**config.mk**
```make
export PLATFORM = sky130hd
export DESIGN_NAME = stream_arb_mux
export DESIGN_NICKNAME = d
export VERILOG_FILES = /design/src/rtl/stream_arb_mux.sv
export SDC_FILE = /design/constraint.sdc
export NUM_CORES = 1
export LEC_CHECK = 0
export CAP_MARGIN = 5
export CORE_AREA = 4 4 130 132
export DETAILED_ROUTE_END_ITERATION = 10
export DIE_AREA = 0 0 134 136
export GPL_TIMING_DRIVEN = 1
export PLACE_DENSITY_LB_ADDON = 0.25
export SYNTH_ARGS = -nofsm -noshare
export SYNTH_HDL_FRONTEND = slang
export SYNTH_SLANG_ARGS = --single-unit
```
**constraint.sdc**
```tcl
create_clock -name clk -period 3.46 [get_ports clk]
set_input_delay 0.519 -clock clk [delete_from_list [all_inputs] [get_ports clk]]
set_output_delay 0.519 -clock clk [all_outputs]
set_load 0.005 [all_outputs]
```
**src/rtl/stream_arb_mux.sv**
```systemverilog
// stream_arb_mux
//   N-channel arbitrating multiplexer with a registered output slice.
//   It merges several valid/ready requesters onto one downstream port.
//   A multi-beat burst keeps the grant until its last beat, so bursts
//   from different channels never interleave.
//
// Parameters
//   N   number of input channels (at least 1)
//   W   payload width in bits
//   RR  1 = round-robin arbitration, 0 = fixed priority (lowest index wins)
//   IW  channel index width (derived)
//
// Ports
//   clk        rising-edge clock
//   rstn       asynchronous active-low reset
//   in_valid   [N]    per-channel request valid
//   in_data    [N*W]  channel i payload in bits [i*W +: W]
//   in_last    [N]    per-channel last-beat flag
//   in_ready   [N]    per-channel accept (one-hot or zero)
//   out_valid         output register holds a beat
//   out_data   [W]    registered payload
//   out_idx    [IW]   source channel of the registered beat
//   out_last          registered last flag
//   out_ready         downstream accept
module stream_arb_mux #(
    parameter int N  = 4,
    parameter int W  = 64,
    parameter int RR = 1,
    localparam int IW = (N > 1) ? $clog2(N) : 1
) (
    input  logic            clk,
    input  logic            rstn,
    input  logic [N-1:0]    in_valid,
    input  logic [N*W-1:0]  in_data,
    input  logic [N-1:0]    in_last,
    output logic [N-1:0]    in_ready,
    output logic            out_valid,
    output logic [W-1:0]    out_data,
    output logic [IW-1:0]   out_idx,
    output logic            out_last,
    input  logic            out_ready
);

    // Arbitration state
    logic [IW-1:0] ptr;     // round-robin scan start
    logic          locked;  // a burst is in progress
    logic [IW-1:0] lidx;    // owner of the current burst

    // Combinational grant
    logic          load;
    logic [IW-1:0] g;
    logic          gvalid;
    logic          xfer;
    logic [W-1:0]  sel_data;
    logic          sel_last;

    // (base + k) mod N without a general modulo; base < N and k < N.
    function automatic logic [IW-1:0] wrap_add(input logic [IW-1:0] base,
                                               input int unsigned   k);
        int unsigned s;
        s = 32'(base) + k;
        if (s >= 32'(N)) s = s - 32'(N);
        return IW'(s);
    endfunction

    assign load = !out_valid || out_ready;

    always_comb begin
        g      = '0;
        gvalid = 1'b0;
        if (locked) begin
            // The burst owner keeps the grant even while it is idle.
            g      = lidx;
            gvalid = in_valid[lidx];
        end else if (RR != 0) begin
            for (int unsigned k = 0; k < 32'(N); k++) begin
                if (!gvalid && in_valid[wrap_add(ptr, k)]) begin
                    g      = wrap_add(ptr, k);
                    gvalid = 1'b1;
                end
            end
        end else begin
            for (int unsigned k = 0; k < 32'(N); k++) begin
                if (!gvalid && in_valid[k]) begin
                    g      = IW'(k);
                    gvalid = 1'b1;
                end
            end
        end
    end

    // rstn gates the accept so nothing is offered while reset is held.
    assign xfer = rstn && load && gvalid;

    always_comb begin
        in_ready = '0;
        if (xfer) in_ready[g] = 1'b1;
    end

    // Payload select uses constant slices so in_ready never depends on data.
    always_comb begin
        sel_data = '0;
        sel_last = 1'b0;
        for (int unsigned k = 0; k < 32'(N); k++) begin
            if (IW'(k) == g) begin
                sel_data = in_data[k*W +: W];
                sel_last = in_last[k];
            end
        end
    end

    always_ff @(posedge clk or negedge rstn) begin
        if (!rstn) begin
            out_valid <= 1'b0;
            out_data  <= '0;
            out_idx   <= '0;
            out_last  <= 1'b0;
            ptr       <= '0;
            locked    <= 1'b0;
            lidx      <= '0;
        end else if (load) begin
            out_valid <= xfer;
            if (xfer) begin
                out_data <= sel_data;
                out_idx  <= g;
                out_last <= sel_last;
                locked   <= !sel_last;
                if (!sel_last) lidx <= g;
                if (RR != 0 && sel_last) ptr <= wrap_add(g, 1);
            end
        end
    end

endmodule

```
-- Word level (Yosys, flattened, before mapping)
Index checks and enable logic that the tools add are counted.
- flip-flop bits (word level): 73
- word-level logic and storage cells: 91
- $add $sub $neg: 9
- magnitude comparators: 12
- eq/ne operators: 3
- muxes and demuxes: 43
- bitwise logic cells: 1
- reductions and logical operators: 16
- operators by type and width (cell ; count):
    64-bit 2-to-1 mux ; 4
    2-bit 2-to-1 mux ; 14
    2-bit by 3-bit < comparator with 1-bit output (second input constant) ; 6
    1-bit 2-to-1 mux ; 18
    3-bit >= comparator (second input constant) ; 4
    1-bit binary-select mux with 2-bit select ; 5
    2-bit by 1-bit subtractor with 2-bit output (second input constant) ; 5
    2-bit by 1-bit adder with 3-bit output (second input constant) ; 2
    2-bit by 2-bit adder with 3-bit output (second input constant) ; 2
    1-bit logical AND ; 6
    3-bit AND reduction ; 2
    1-bit logical NOT ; 5
    2-bit equality test (first input constant) ; 2
    4-bit 2-to-1 mux ; 1
    2-bit by 3-bit >= comparator with 1-bit output (second input constant) ; 1
    1-bit demux with 2-bit select ; 1
    1-bit by 2-bit equality test with 1-bit output (first input constant) ; 1
    2-bit by 1-bit >= comparator with 1-bit output (second input constant) ; 1
    2-bit logical NOT ; 1
    2-bit AND reduction ; 1
    1-bit logical OR ; 1
    1-bit NOT ; 1

-- Depth between registers and ports, before layout
Gate-level depths: netlist (run 1).
- word-level depth: 26
- mapped depth: 14
- depth with buffers taken out: 11

-- Worst setup path after synthesis (run 1)
No wires, ideal clock.
- kind: input -> output
- start: in in_valid[3]
- end: out in_ready[3]
- arrival time: 2.739 ns
- required time: 2.941 ns
- slack: 0.202 ns
- cell stages on the path: 10
- buffers on the path: 4
- path through: buf_2 nor4b_1 a22o_1 o22ai_1 a21boi_0 ha_1 clkbuf_1 clkbuf_1 clkbuf_1 and3_1
- cells in the longest elaborated chain, start to end: 21
- ends and longest elaborated chain (what ; RTL line ; text):
    from (decl) ; 33 ; input logic [N-1:0] in_valid,
    1-bit binary-select mux with 2-bit select ; 77 ; if (!gvalid && in_valid[wrap_add(ptr, k)]) begin
    1-bit 2-to-1 mux (implied by the code) ; 77 ;
    1-bit 2-to-1 mux ; 77 ;
    1-bit 2-to-1 mux ; 71 ; if (locked) begin
    1-bit logical NOT ; 77 ;
    1-bit logical AND ; 77 ;
    1-bit 2-to-1 mux ; 77 ;
    1-bit 2-to-1 mux ; 71 ;
    [... 6 more ...] ; - ;
    2-bit 2-to-1 mux (*) ; 77 ;
    2-bit 2-to-1 mux (*) ; 71 ;
    named net g[1] ; 51 ; logic [IW-1:0] g;
    2-bit by 3-bit < comparator with 1-bit output (implied by the code) or 2-bit by 1-bit >= comparator with 1-bit output (tied branches) ; 97 ; if (xfer) in_ready[g] = 1'b1;
    1-bit logical AND (implied by the code) ; 97 ;
    1-bit 2-to-1 mux (implied by the code) ; 97 ;
    1-bit demux with 2-bit select (*) ; 97 ;
    4-bit 2-to-1 mux (*) ; 97 ;
    to (decl) ; 36 ; output logic [N-1:0] in_ready,
The timed path passes the listed nets; every way through them passes the cells marked *. The select of a mux whose other input is x is not followed.

-- Worst setup path after layout (run 1)
Same ends and word-level chain as after synthesis.

==> results.yml, run 1 <==
synth:
  syn_inst: 518
  syn_nets: 789
  yosys-top-cells-count: "dfrtp_1, nand2_1, nor2_1"
  ys_seq_area_share_pct: 36.1
  yosysMostFrequentCell: "dfrtp_1"
  ys_ff_latch: 73
  synthArstFlopShare_pct: 100
  synth.area.top_cells: "dfrtp_1, mux2_4, a221oi_1, o31ai_1, nand2_1"
  ys.flop_type: "dfrtp_1"
  ys_warn_count: 0
  yosysTopAreaCellShare_pct: 36.1
  synth.distinct_cells: 39
  syn_area_per_cell_um2: 9.76
  synth_edf_count: 0
  syn-cell-area_um2: 5060
  yosys.area.top_type: "dfrtp_1"
power:
  power_frac_clock_pct: 11.5
  share_seq_of_total_power_pct: 19.4
  power_switching_w: 0.00320
  power_density_nw_per_um2: 898
  swShare_pct: 39.4
  peakVddDrop_mv: 0.593
  p_leak_nw: 3.71
  combinationalPowerShare_pct: 69.2
  internal_power_w: 0.00492
detailed_routing:
  vias: 5514
  drc: 0
  viasPerCell: 5.20
  wl_per_cell_um: 19.0
  drtAntennaViolNets: 0
  wirelength_um: 20200
  drt-pass1-iter-count: 4
  drt_iter0_markers: 271
layout:
  drive_gt1_share_pct: 13.7
  fin_cells: 1061
  diodes: 0
  area_delta_synth_final_pct: 78.7
  fin_area_um2: 9040
  nets: 1111
grt:
  grt-ovfl-total: 0
  grt_usage_pct: 21.4
  grt_pass1_vias: 5821
  grt_pass1_wl_um: 31000
  antenna_found_initial: 0
  grt_max_degree: 69
timing:
  slew_headroom_pct: 55.4
  layout_min_cycle_time_ns: 3.29
  fmax_mhz: 304
  worstMarginPinSlew_ns: 0.669
  setup_viol: 0
  hold_viol_final: 0
  drv_slew: 0
  rsz0062_at_grt: "no"
  fin_skew_ns: 0.00567
  min_period_over_period_pct: 95.0
clock_tree:
  htreeDepth: 3
  cts_buffers: 9
  ctsRootBufferMaster: "clkbuf_16"
  clk_latency_ns: 0.33
  cts_tree: "yes"
  clkTransAtPathRegs_ns: 0.06
  cts_buffer_depth: 2
  holdBufCountCts: 0
  cts_sinks: 73
job:
  cap_violations: 0
run_status:
  run_status: "complete, no violations"
placed_design:
  detailed_place.area_um2: 8720
  post-place-cells: 1045
  gp_congestion: 0.810
  portBuffers: 338
  dpl.hpwl_um: 15500
worst_setup_path:
  regToRegStartpoint: "ptr[0]$_DFFE_PN0P_"
  worst-path-max-fanout: 9
  critPathCaptureType: "output port"
  crit_path_start_kind: "input port"
  r2r_setup_slack_ns: 0.34
  critPathArrivalTime_ns: 2.77
  worstSetupPathType: "input port to output port"
  r2r-end: "ptr[1]$_DFFE_PN0P_"
  cp.required_ns: 2.94
  r2r_cells: 12
floorplan:
  initial_core_util_pct: 32.2
  dieWidth_um: 134
  core_area_um2: 15700
  boundaryPins: 339
  fp-row-count: 46
  die_y_um: 136
  die_area_um2: 18200
min_path:
  hp-class: "input port to asynchronous set/reset pin"
[repair_timing]
| item | CTS | global route |
|---|---|---|
| resized for setup | 2 | 5 |
| setup buffers | 0 | 0 |
| setup endpoints to repair | 4 | 4 |
| hold endpoints to repair | 0 | 0 |
| gates cloned | 0 | 0 |
[critical path: stages]
cell and delay (ns):
clkdlybuf4s15_1 0.31, nor4b_2 0.33, a22o_1 0.19, o22ai_1 0.08, a21boi_0 0.23, buf_4 0.16, buf_4 0.12, ha_4 0.15
and3_1 0.15, clkdlybuf4s50_1 0.53
[final cells by class]
cell class,instances,area [um^2]
clock buffers,11,243
clock inverters,5,55.1
fillers,1350,6680
inverters,6,22.5
multi-input cells,386,2990
flip-flops and latches,73,1830
well taps,216,270
repair buffers,364,3630
[metal layers]
layer / wire (um) / vias up / global-route usage (%)
met3: 1580 / 32 / 5.29
li1: - / 2588 / -
met5: 0 / - / 0
met4: 459 / 0 / 7.31
met1: 7760 / 2641 / 24.5
met2: 10400 / 253 / 38.7
[sequential cells by signal (all words and copies together) (netlist names)]
register   count
out_idx        2
out_valid      1
locked         1
out_data      64
out_last       1
lidx           2
ptr            2
[cell usage in the layout (no fill, tap or decap), types with 2 or more instances in the layout]
master           count
mux2_4              59
nor2b_1              4
a221o_1              2
a211oi_1             3
a221oi_1            63
clkbuf_16            9
mux2_1               6
ha_2                 2
nand2_1             72
clkinv_2             2
inv_1                5
buf_12               4
a22o_1               3
dfrtp_1             72
nand2b_1             3
mux2_2               4
o31ai_1             63
clkinvlp_4           2
nand3b_1             2
and3_1               3
nor3b_1              3
dlymetal6s2s_1       3
clkdlybuf4s50_1    333
o21a_1               2
nor3_1               3
a21oi_1              4
mux2i_1              2
nor2_1              68
buf_4               23
o21ai_0              2
[through the flow]
step	power [W]	setup WS [ns]	TNS, ns	hold slack (ns)	utilization, %
4_1_cts	0.00818	0.0498	0	0.287	57.5
3_5_place_dp	0.00721	-0.232	-9.23	0.488	55.5
6_report	0.00811	0.172	0	0.276	57.5
3_3_place_gp	0.00708	-0.0779	-0.749	0.473	55.5
2_1_floorplan	0.00498	0.202	0	0.223	-
5_1_grt	0.00873	0.0302	0	0.305	57.5
[power by group through the flow]
| stage | registers [W] | clock network [W] | logic (W) |
|---|---|---|---|
| after floorplan | 0.00155 | 0 | 0.00343 |
| after global placement | 0.00155 | 0 | 0.00552 |
| after detailed placement | 0.00157 | 0 | 0.00564 |
| after CTS | 0.00157 | 0.000952 | 0.00565 |
| after global routing | 0.00163 | 0.000998 | 0.00610 |
| final | 0.00157 | 0.000931 | 0.00561 |
[cell families (layout without fill, tap and decap cells)]
logic type	Yosys count	count (layout)	synth area share, %
simple gates	163	163	13.4
buf+inv	59	386	5.44
mux	72	72	20.6
fa+ha+maj	4	4	0.990
flops	73	73	36.1
compound gates	147	147	23.4
[worst max-delay path by stage]
stage                               endpoint  cells after the start        start  slack [ns]
floorplan                        in_ready[3]                     10  in_valid[3]        0.20
global placement    out_data[58]$_DFFE_PN0P_                     14  in_valid[3]       -0.08
detailed placement  out_data[58]$_DFFE_PN0P_                     14  in_valid[3]       -0.23
CTS                              in_ready[0]                     11  in_valid[1]        0.05
global route                     in_ready[0]                     11  in_valid[3]        0.03
finish                           in_ready[3]                     10  in_valid[3]        0.17
(Power assumes the default switching activity.)
==> run 2: changes to the inputs <==
CORE_AREA = 2 2 131 133   (was 4 4 130 132)
DIE_AREA = 0 0 133 135   (was 0 0 134 136)
HOLD_SLACK_MARGIN = 0.15   (was default)
==> run 2 against run 1 <==
Utilization shrank 1.9 points. Via count grew 3.2%. Clock skew is essentially flat. Sequential share of layout area shrank 0.18 points. Combinational power grew 2%. Global-route usage grew 0.26 points. Design area grew 0.89%.
==> results.yml, run 2 (synthesized netlist as in run 1, its figures left out) <==
run_status:
  run_status: "complete, no violations"
worst_setup_path:
  critPathArrivalTime_ns: 2.79
  slowest_delay_ns: 0.56
  critPathLaunch: "in_valid[0]"
  worstSetupPathType: "input port to output port"
  crit_chain: "clkdlybuf4s50_1 > nor2_1 > a221o_1 > a21oi_1 > a21boi_2 > inv_1 > ha_1 > inv_1 > nor2_1 > clkdlybuf4s50_1"
  critPathCaptureType: "output port"
  worst-path-max-fanout: 5
  crit_path_start_kind: "input port"
  critPathSlowestCell: "clkdlybuf4s50_1"
  cp.required_ns: 2.94
  regToRegStartpoint: "ptr[1]$_DFFE_PN0P_"
layout:
  final_cell_mix: "clkdlybuf4s50_1, nand2_1, dfrtp_1"
  fill_cells: 1377
  final_core_util_pct: 55.6
  final_common_cell: "clkdlybuf4s50_1"
  area_delta_synth_final_pct: 80.3
  drive_gt1_share_pct: 14.4
  regMostFlops: "out_data"
  largest_register_ff_count: 64
  nets: 1119
  diodes: 0
timing:
  min_period_over_period_pct: 95.7
  worstMarginPinSlew_ns: 0.971
  slew_headroom_pct: 35.3
  rsz0062_at_grt: "no"
  fmax_mhz: 302
  hold_ws_ns: 0.409
  hold_viol_final: 0
  drv_slew: 0
  layout_min_cycle_time_ns: 3.31
  fin_skew_ns: 0.00519
  setup_viol: 0
clock_tree:
  clk_latency_ns: 0.33
  cts_tree: "yes"
  htreeDepth: 3
  ctsRootBufferMaster: "clkbuf_16"
  cts_buffer_depth: 2
  holdBufCountCts: 0
  clkTransAtPathRegs_ns: 0.06
  cts_buffers: 9
  cts_sinks: 73
power:
  power_switching_w: 0.00320
  combinationalPowerShare_pct: 69.7
  peakVddDrop_mv: 0.590
  power_frac_clock_pct: 10.9
  p_leak_nw: 3.74
  internal_power_w: 0.00498
  power_density_nw_per_um2: 897
  share_seq_of_total_power_pct: 19.4
  swShare_pct: 39.1
detailed_routing:
  wirelength_um: 19800
  viasPerCell: 5.30
  drtAntennaViolNets: 0
  vias: 5689
  drc: 0
  drt_iter0_markers: 292
  wl_per_cell_um: 18.5
  drt-pass1-iter-count: 6
grt:
  grt_pass1_wl_um: 30800
  grt_max_degree: 74
  grt-ovfl-total: 0
  antenna_found_initial: 0
  grt_usage_pct: 21.6
  grt_pass1_vias: 5888
job:
  cap_violations: 0
floorplan:
  die_y_um: 135
  dieWidth_um: 133
  fp-row-count: 47
  die_area_um2: 18000
  core_area_um2: 16400
  initial_core_util_pct: 30.8
  boundaryPins: 339
min_path:
  hp-class: "input port to asynchronous set/reset pin"
placed_design:
  dpl.hpwl_um: 15000
  portBuffers: 338
  gp_congestion: 0.886
==> run 2: changes by cell type in the layout (fill, tap and decap cells not counted), moves of 2 or more <==
cell             delta
clkinvlp_4          -2
clkinv_2            -2
buf_4               +6
clkbuf_1            +2
clkdlybuf4s50_1     +2
buf_12              +2
clkbuf_8            +2
==> run 2: power groups by stage <==
stage                     combinational, W  sequential [W]  clock, W
final                              0.00570         0.00158  0.000895
after global placement             0.00559         0.00156         0
after floorplan                    0.00343         0.00155         0
after global routing               0.00618         0.00163  0.000963
after detailed placement           0.00571         0.00157         0
after CTS                          0.00573         0.00158  0.000926
==> run 2: cell type report <==
cell class / instances / area [um^2] / share of cell area [%]
Timing Repair Buffer: 372 / 3720 / 40.8
Sequential cell: 73 / 1830 / 20.0
Inverter: 6 / 22.5 / 0.247
Clock buffer: 15 / 278 / 3.05
Clock inverter: 1 / 8.76 / 0.0961
Multi-Input combinational cell: 386 / 2990 / 32.8
Tap cell: 220 / 275 / 3.02
==> run 2: worst paths after layout <==
path                       cells after the start                       end  slack (ns)
max                                           10               in_ready[0]        0.15
max reg2reg                                   11        ptr[1]$_DFFE_PN0P_        0.40
min                                            2     out_valid$_DFFE_PN0N_        0.41
min in group clk                               1  out_data[32]$_DFFE_PN0P_        0.49
max in group asynchronous                      2        ptr[1]$_DFFE_PN0P_        2.38
min reg2reg                                    1  out_data[32]$_DFFE_PN0P_        0.49
==> run 2: metal layers <==
metal  vias to the layer above  share of wire [%]  GRT usage (%)
li1                       2610                  -              -
met1                      2702                 38           24.4
met2                       317                 50           37.2
met3                        60                8.4           5.93
met4                         0                4.1           11.8
met5                         -                  0              0
==> run 2: stage by stage <==
step	cells	worst slack, ns	TNS (ns)	total power, W	area [um^2]
2_1_floorplan	518	0.202	0	0.00498	5060
3_3_place_gp	1057	-0.0973	-1.02	0.00715	8810
3_5_place_dp	1057	-0.242	-7.36	0.00728	8810
4_1_cts	1073	0.0565	0	0.00823	9100
5_1_grt	1073	0.0248	0	0.00878	9120
6_report	1073	0.150	0	0.00818	9120
==> run 2: repair_timing <==
action,4_1_cts,5_1_grt
endpoints found under the setup margin,4,4
gates resized for setup,3,4
buffers inserted,0,0
==> run 2: critical path, delay by kind of cell <==
kind | cells | cell delay [ns]
adder cells (fa/ha/maj) | 1 | 0.17
AO/OA/AOI/OAI | 3 | 0.59
AND/OR/NAND/NOR | 2 | 0.22
buffers and inverters | 4 | 1.28
